===== src/rtl/regfile_loader.sv =====
// rtl/regfile_loader.sv - byte-stream / zero-fill loader driving a registered register-file write port
// Single FSM: stream bytes from a base address (with wrap) or zero-fill all entries.
module regfile_loader #(
  parameter int DATA_W = 8,
  parameter int ADR_W  = 3
) (
  input  logic              clk,
  input  logic              rst,
  input  logic              start,
  input  logic              clear_mode,
  input  logic [ADR_W-1:0]  base_adr,
  input  logic [ADR_W:0]    count,
  input  logic              in_valid,
  input  logic [DATA_W-1:0] in_data,
  output logic              in_ready,
  output logic              we,
  output logic [ADR_W-1:0]  wadr,
  output logic [DATA_W-1:0] wdata,
  output logic              busy,
  output logic              done,
  output logic [ADR_W:0]    written_cnt
);

  localparam logic [ADR_W:0] DEPTH_C = {1'b1, {ADR_W{1'b0}}};

  typedef enum logic [1:0] {IDLE, LOAD, CLEAR, DONE} state_t;

  state_t              state_q;
  logic [ADR_W-1:0]    ptr_q;
  logic [ADR_W:0]      rem_q;
  logic [ADR_W:0]      cnt_q;
  logic                we_q;
  logic [ADR_W-1:0]    wadr_q;
  logic [DATA_W-1:0]   wdata_q;
  logic                busy_q;
  logic                done_q;
  logic [ADR_W:0]      rem_d;

  // Requests longer than the file are clamped so every entry is written at most once.
  assign rem_d = (count > DEPTH_C) ? DEPTH_C : count;

  always_ff @(posedge clk) begin
    if (rst) begin
      state_q <= IDLE;
      ptr_q   <= '0;
      rem_q   <= '0;
      cnt_q   <= '0;
      we_q    <= 1'b0;
      wadr_q  <= '0;
      wdata_q <= '0;
      busy_q  <= 1'b0;
      done_q  <= 1'b0;
    end else begin
      we_q   <= 1'b0;
      done_q <= 1'b0;
      case (state_q)
        IDLE: begin
          if (start) begin
            ptr_q <= clear_mode ? '0 : base_adr;
            rem_q <= rem_d;
            cnt_q <= '0;
            if (clear_mode) begin
              state_q <= CLEAR;
              busy_q  <= 1'b1;
            end else if (rem_d == '0) begin
              state_q <= DONE;
              done_q  <= 1'b1;
            end else begin
              state_q <= LOAD;
              busy_q  <= 1'b1;
            end
          end
        end
        LOAD: begin
          if (in_valid) begin
            we_q    <= 1'b1;
            wadr_q  <= ptr_q;
            wdata_q <= in_data;
            ptr_q   <= ptr_q + 1'b1;
            rem_q   <= rem_q - 1'b1;
            cnt_q   <= cnt_q + 1'b1;
            if (rem_q == {{ADR_W{1'b0}}, 1'b1}) begin
              state_q <= DONE;
              busy_q  <= 1'b0;
              done_q  <= 1'b1;
            end
          end
        end
        CLEAR: begin
          we_q    <= 1'b1;
          wadr_q  <= ptr_q;
          wdata_q <= '0;
          ptr_q   <= ptr_q + 1'b1;
          cnt_q   <= cnt_q + 1'b1;
          if (ptr_q == {ADR_W{1'b1}}) begin
            state_q <= DONE;
            busy_q  <= 1'b0;
            done_q  <= 1'b1;
          end
        end
        DONE: begin
          state_q <= IDLE;
        end
        default: begin
          state_q <= IDLE;
          busy_q  <= 1'b0;
        end
      endcase
    end
  end

  assign in_ready    = (state_q == LOAD);
  assign we          = we_q;
  assign wadr        = wadr_q;
  assign wdata       = wdata_q;
  assign busy        = busy_q;
  assign done        = done_q;
  assign written_cnt = cnt_q;

endmodule

===== config.mk =====
export PLATFORM = sky130hd
export DESIGN_NAME = regfile_loader
export DESIGN_NICKNAME = d
export VERILOG_FILES = /design/src/rtl/regfile_loader.sv
export SDC_FILE = /design/constraint.sdc
export NUM_CORES = 1
export LEC_CHECK = 0
export CORE_AREA = 2 2 59 61
export CTS_BUF_LIST = sky130_fd_sc_hd__clkbuf_4
export CTS_CLUSTER_DIAMETER = 100
export DETAILED_ROUTE_END_ITERATION = 7
export DIE_AREA = 0 0 61 63
export PLACE_DENSITY = 0.75
export SLEW_MARGIN = 20
export SYNTH_ARGS = -nofsm -noshare
export SYNTH_HDL_FRONTEND = slang
export SYNTH_SLANG_ARGS = --single-unit

===== constraint.sdc =====
create_clock -name clk -period 2.2 [get_ports clk]
set_input_delay 0.44 -clock clk [delete_from_list [all_inputs] [get_ports clk]]
set_output_delay 0.44 -clock clk [all_outputs]
set_load 0.01 [all_outputs]

==> flow_summary.yaml, run 1 <==
status:
  status: "finished clean"
cts:
  cts_max_level: 1
  insertion_delay_ns: 0.32
  cts.sinks: 27
  cts_tree: "built"
  cts_buffers: 3
  clkSlewWorstSetupHoldPaths_ns: 0.14
  clock-root-buffer: "clkbuf_4"
  clock_path_buffers: 2
  hold_buffers: 0
power:
  p_clk_share_pct: 10.7
  p_per_area_mw_per_mm2: 1110
  internal-power_mw: 1.23
  p_sw_uw: 819
  p_comb_share_pct: 54.8
  power_mw: 2.05
  leakage_nw: 0.714
  peakVddDrop_mv: 0.546
  p_seq_share_pct: 34.5
  swShare_pct: 40.0
finish:
  n_antenna_cell: 0
  fin_nets: 223
  multiInputGateArea_sq_um: 746
  areaGrowthSynthToFinish_pct: 37.9
  fillers: 309
  post-route-util_pct: 56.9
  seqCellArea_sq_um: 541
  final_cell_area_sq_mm: 0.00184
  drive_above_1_share_pct: 8.85
synthesis:
  avgSynthCellArea_sq_um: 8.95
  ys.flop_type: "dfxtp_1"
  syn_inst: 149
  synthArstFlopShare_pct: 0
  yosysWarnings: 0
  yosysTopAreaCell: "dfxtp_1"
  synth_edf_count: 0
  synth_commonest_cells: "dfxtp_1, nor2_1, a21oi_1"
  yosysTopAreaCellShare_pct: 40.5
  synth_nets: 179
  yosysMostFrequentCell: "dfxtp_1"
  synthDistinctLibCells: 38
  synthTopCellsByArea: "dfxtp_1, ha_1, nor2_1"
  ys_seq_area_share_pct: 40.5
  netlist_area_sq_mm: 0.00133
  synth-seq-cells: 27
grt:
  grt_pass1_wl_mm: 5.26
  grt_usage_pct: 17.6
  grt_start_max_net_pins: 28
  antenna_found_initial: 0
  grt_pass1_vias: 1241
  grt_overflow_total: 0
worst_setup_path:
  regToRegStartpoint: "rem_q[0]"
  start_kind: "register"
  r2r-end: "state_q[0]"
  cp_max_fo: 6
  critical_path.endpoint_type: "register"
  ff2ff_setup_slack_ns: 0.15
  worstPathRequired_ns: 2.44
  r2r_cells: 6
  arrival_ns: 2.29
  path_class: "reg2reg"
die:
  ios: 39
  initial_utilization_pct: 41.3
  fp-row-count: 21
  die_x_um: 61
  core_area_sq_mm: 0.00323
  die_height_um: 63
  dieArea_sq_mm: 0.00384
timing:
  fin_tns_setup_ns: 0
  fmax_mhz: 489
  worst_pin_slew_ns: 0.529
  finClkSkew_ns: 0.00968
  fin_crit_sh_pct: 93.0
  relSlewSlack_pct: 64.7
  hold_violations: 0
  timing.final.ws_setup_ns: 0.155
  rsz0062_at_grt: "false"
  period_needed_ns: 2.05
  slew_viol_final: 0
  setup_violations: 0
place:
  place.gp.congestion: 0.895
  dp_hpwl_mm: 2.41
  port_buffers: 38
  post-place-ws_ns: 0.0561
  place_area_sq_mm: 0.00180
routing:
  routed.top_layer: "met4"
  viasPerCell: 5.21
  drtPass1Iterations: 4
  avgRoutedWirePerCell_um: 13.4
  wl_met3_um: 136
  drc: 0
  drtAntennaViolNets: 0
  vias: 1240
  wl_met2_mm: 1.62
  wirelength_mm: 3.19
  wl_met1_mm: 1.41
  drtIter0Drc: 37
flow_run:
  maxCapViolCount: 0
hold_path:
  hp-start: "rem_q[3]"
  hp-class: "reg2reg"
  min_to: "rem_q[3]"
  holdPathStages: 2
## worst max path at each step
stage | start | end | slack, ns | cells past startpoint
5_1_grt | rem_q[0] | state_q[0] | 0.01 | 6
2_1_floorplan | state_q[1] | ptr_q[0] | 0.05 | 7
6_report | rem_q[0] | state_q[0] | 0.15 | 6
3_5_place_dp | in_valid | ptr_q[0] | 0.06 | 5
4_1_cts | rem_q[0] | busy | 0.05 | 5
3_3_place_gp | in_valid | ptr_q[0] | 0.09 | 5
## state kept, by name, summed over array words and instances, names as in the netlist
register / flops
wadr: 3
wdata: 8
written_cnt: 4
rem_q: 4
ptr_q: 3
state_q: 2
done: 1
busy: 1
we: 1
## kinds of logic after synthesis
group | Yosys count | share of synthesized area [%]
simple gates | 56 | 21.9
compound gates | 40 | 22.1
flops | 27 | 40.5
buf+inv | 13 | 3.84
fa+ha+maj | 10 | 9.38
mux | 3 | 2.25
## repair_timing
item	in CTS	in global routing
buffers inserted	0	1
gates resized for setup	2	1
endpoints found under the setup margin	1	10
cloned	0	0
pin swaps	0	1
## power by group through the flow
stage | sequential [mW] | combinational (mW) | clock (mW)
floorplan | 0.709 | 0.721 | 0
global placement | 0.703 | 1.05 | 0
detailed placement | 0.715 | 1.09 | 0
CTS | 0.704 | 1.10 | 0.231
global route | 0.721 | 1.26 | 0.245
finish | 0.705 | 1.12 | 0.220
## routing by layer
metal  vias up  global-route usage [%]
met4         0                    5.43
met1       583                    22.0
met5         -                       0
met3         4                    4.35
met2        28                    29.2
li1        625                       -
## final cells by class
type	count	area share, %
timing repair buffer	46	24.1
tap	46	3.13
inverter	6	1.22
clock buffer	4	1.63
multi-input combinational	109	40.5
sequential	27	29.4
## layout by cell type, fill, tap and decap left out, drive strengths merged
cell type | netlist | routed
clkdlybuf4s50 | 0 | 37
dfxtp | 27 | 27
nor2 | 22 | 22
a21oi | 11 | 11
ha | 10 | 10
a22oi | 8 | 8
buf | 2 | 8
inv | 6 | 6
nand2 | 5 | 5
nand2b | 5 | 5
nor3 | 4 | 4
clkbuf | 5 | 4
nor2b | 4 | 4
mux2i | 3 | 3
nor4 | 3 | 3
o21ai | 3 | 3
nand3 | 3 | 3
a311oi | 3 | 3
o221ai | 2 | 2
a221oi | 2 | 2
nor3b | 2 | 2
a21o | 2 | 2
a211oi | 2 | 2
nand3b | 2 | 2
a31oi | 2 | 2
o21bai | 1 | 1
or3b | 1 | 1
a2111oi | 1 | 1
or3 | 1 | 1
o31a | 1 | 1
o41ai | 1 | 1
and2 | 1 | 1
nand4b | 1 | 1
or4b | 1 | 1
a31o | 1 | 1
or2b | 1 | 1
dlygate4sd2 | 0 | 1
## through the flow
| step | std cells | hold slack, ns |
|---|---|---|
| floorplan | 149 | 0.442 |
| global placement | 233 | 0.474 |
| detailed placement | 233 | 0.463 |
| CTS | 237 | 0.490 |
| global route | 238 | 0.519 |
| finish | 238 | 0.497 |
## critical path, cell delays in order, from the launching register on
cell and delay (ns):
dfxtp_1 0.47, ha_1 0.19, or3b_2 0.50, a2111oi_4 0.33, buf_4 0.19, nor2_1 0.04
a311oi_1 0.24
No activity file was read; power rests on OpenSTA's default activity.
==> inputs of run 2 (changes only) <==
==> constraint.sdc (replaced) <==
create_clock -name clk -period 1.78 [get_ports clk]
set_input_delay 0.356 -clock clk [delete_from_list [all_inputs] [get_ports clk]]
set_output_delay 0.356 -clock clk [all_outputs]
set_load 0.01 [all_outputs]
==> run 2 against run 1 <==
  * The flow now finishes with violations (setup timing)
  * Via count grew 5.7%
  * Flip-flop and latch count is the same
  * Worst setup slack lost 0.16 ns
  * Critical path type unchanged
==> flow_summary.yaml, run 2 (synthesis gave the netlist of run 1 again) <==
timing:
  relSlewSlack_pct: 65.4
  setup_violations: 1
  period_needed_ns: 1.78
  finClkSkew_ns: 0.00204
  fin_crit_sh_pct: 100
  timing.final.ws_setup_ns: -0.00423
  slew_viol_final: 0
  worst_pin_slew_ns: 0.517
  rsz0062_at_grt: "true"
  fmax_mhz: 560
  hold_violations: 0
  holdWs_ns: 0.503
worst_setup_path:
  ff2ff_setup_slack_ns: -0.004
  worstPathRequired_ns: 2.03
  critical_path_buf_inv_count: 2
  critPathSlowestCell: "or3b_4"
  start_kind: "register"
  max_stage_delay_ns: 0.39
  cp_max_fo: 5
  critical-path-top-delay-family: "compound AO/OA/AOI/OAI gates"
  path_class: "reg2reg"
  critical_path.endpoint_type: "register"
  cp_cell_sequence: "inv_2 -> ha_4 -> or3b_4 -> a2111oi_4 -> buf_4 -> nor2_1 -> a311oi_1"
  arrival_ns: 2.03
die:
  core_area_sq_mm: 0.00323
  die_x_um: 61
  dieArea_sq_mm: 0.00384
  die_height_um: 63
  ios: 39
  initial_utilization_pct: 41.3
  fp-row-count: 21
routing:
  drtAntennaViolNets: 0
  wirelength_mm: 3.40
  drc: 0
  vias: 1311
  drtIter0Drc: 61
  drtPass1Iterations: 4
  viasPerCell: 5.22
  avgRoutedWirePerCell_um: 13.5
power:
  leakage_nw: 0.788
  peakVddDrop_mv: 0.555
  p_per_area_mw_per_mm2: 1410
  power_mw: 2.84
grt:
  met3_usage_pct: 2.90
  grt_overflow_total: 0
  grt_pass1_wl_mm: 5.73
  grtUsageMet2_pct: 34.4
  grt_usage_pct: 19.0
  grt_pass1_vias: 1390
  grt_use_met1_pct: 22.3
  top_usage_layer: "met2"
  grt_start_max_net_pins: 28
  antenna_found_initial: 0
cts:
  clock-root-buffer: "clkbuf_4"
  clock_path_buffers: 2
  cts.sinks: 27
  insertion_delay_ns: 0.33
  cts_tree: "built"
  cts_max_level: 1
  cts_buffers: 3
  clkSlewWorstSetupHoldPaths_ns: 0.15
status:
  violations: "setup timing"
  status: "complete, but fails checks"
place:
  port_buffers: 38
  post-place-ws_ns: -0.261
  place.gp.congestion: 0.853
  place_area_sq_mm: 0.00193
  dp_hpwl_mm: 2.59
finish:
  post-route-util_pct: 62.3
  largest_reg_flops: 8
  drive_above_1_share_pct: 21.0
  final_cell_area_sq_mm: 0.00201
  fin_nets: 236
  areaGrowthSynthToFinish_pct: 50.9
  n_antenna_cell: 0
  final_cell_mix: "clkdlybuf4s50_1, nor2_1, dfxtp_1"
  final_common_cell: "clkdlybuf4s50_1"
hold_path:
  hp-class: "reg2reg"
flow_run:
  maxCapViolCount: 0
==> run 2: cell count changes in the layout (fill, tap and decap cells not counted), sizes merged <==
cell / change
clkinvlp: +1
dlygate4sd2: -1
buf: +13
==> run 2: worst paths after layout <==
check,start,endpoint,depth (start not counted)
setup / recovery,rem_q[1],state_q[0],7
hold / removal,rem_q[3],rem_q[3],2
setup reg to reg,rem_q[1],state_q[0],7
hold reg to reg,rem_q[3],rem_q[3],2
==> run 2: where the power goes <==
part	total (mW)	switching (mW)	internal, mW	leakage (nW)
logic	1.68	0.793	0.891	0.551
clock network	0.279	0.193	0.0861	0.0139
registers	0.880	0.118	0.762	0.223
total	2.84	1.10	1.74	0.788
==> run 2: area by class of cell <==
type | instances | area [sq um]
Multi-Input combinational cell | 109 | 800
Fill cell | 279 | 1220
Timing Repair Buffer | 59 | 549
Clock buffer | 3 | 22.5
Clock inverter | 1 | 7.51
Sequential cell | 27 | 552
Inverter | 6 | 25.0
Tap cell | 46 | 57.6
==> run 2: per-layer routing <==
metal | wire length (um) | part of all wire [%]
met3 | 149 | 4.4
met1 | 1470 | 43
met2 | 1740 | 51
met4 | 37 | 1.1
met5 | 0 | 0
==> run 2: what timing repair did <==
| item | 4_1_cts | 5_1_grt |
|---|---|---|
| setup buffers | 2 | 0 |
| hold buffers | 0 | 0 |
| setup endpoints to repair | 5 | 7 |
| pin swaps | 4 | 1 |
| resized for setup | 7 | 7 |
==> run 2: metrics by stage <==
stage	TNS [ns]	cells
final	-0.00423	251
after global routing	-0.154	251
after CTS	-0.0167	251
after detailed placement	-2.11	245
after global placement	-1.41	245
after floorplan	-0.120	149
==> run 2: worst register-to-register path, delay by kind of cell, from the launching register on <==
kind / cells / cell delay, ns
compound gates: 2 / 0.52
fa+ha+maj: 1 / 0.13
buf+inv: 2 / 0.26
flops: 1 / 0.35
simple gates: 2 / 0.43
==> inputs of run 3 (changes only) <==
--- a/config.mk
+++ b/config.mk
@@ -11,7 +11,6 @@
 export DETAILED_ROUTE_END_ITERATION = 7
 export DIE_AREA = 0 0 61 63
 export PLACE_DENSITY = 0.75
-export SLEW_MARGIN = 20
 export SYNTH_ARGS = -nofsm -noshare
 export SYNTH_HDL_FRONTEND = slang
 export SYNTH_SLANG_ARGS = --single-unit
==> results of run 3 <==
The final DEF is identical to that of run 2; final timing and power are the same.
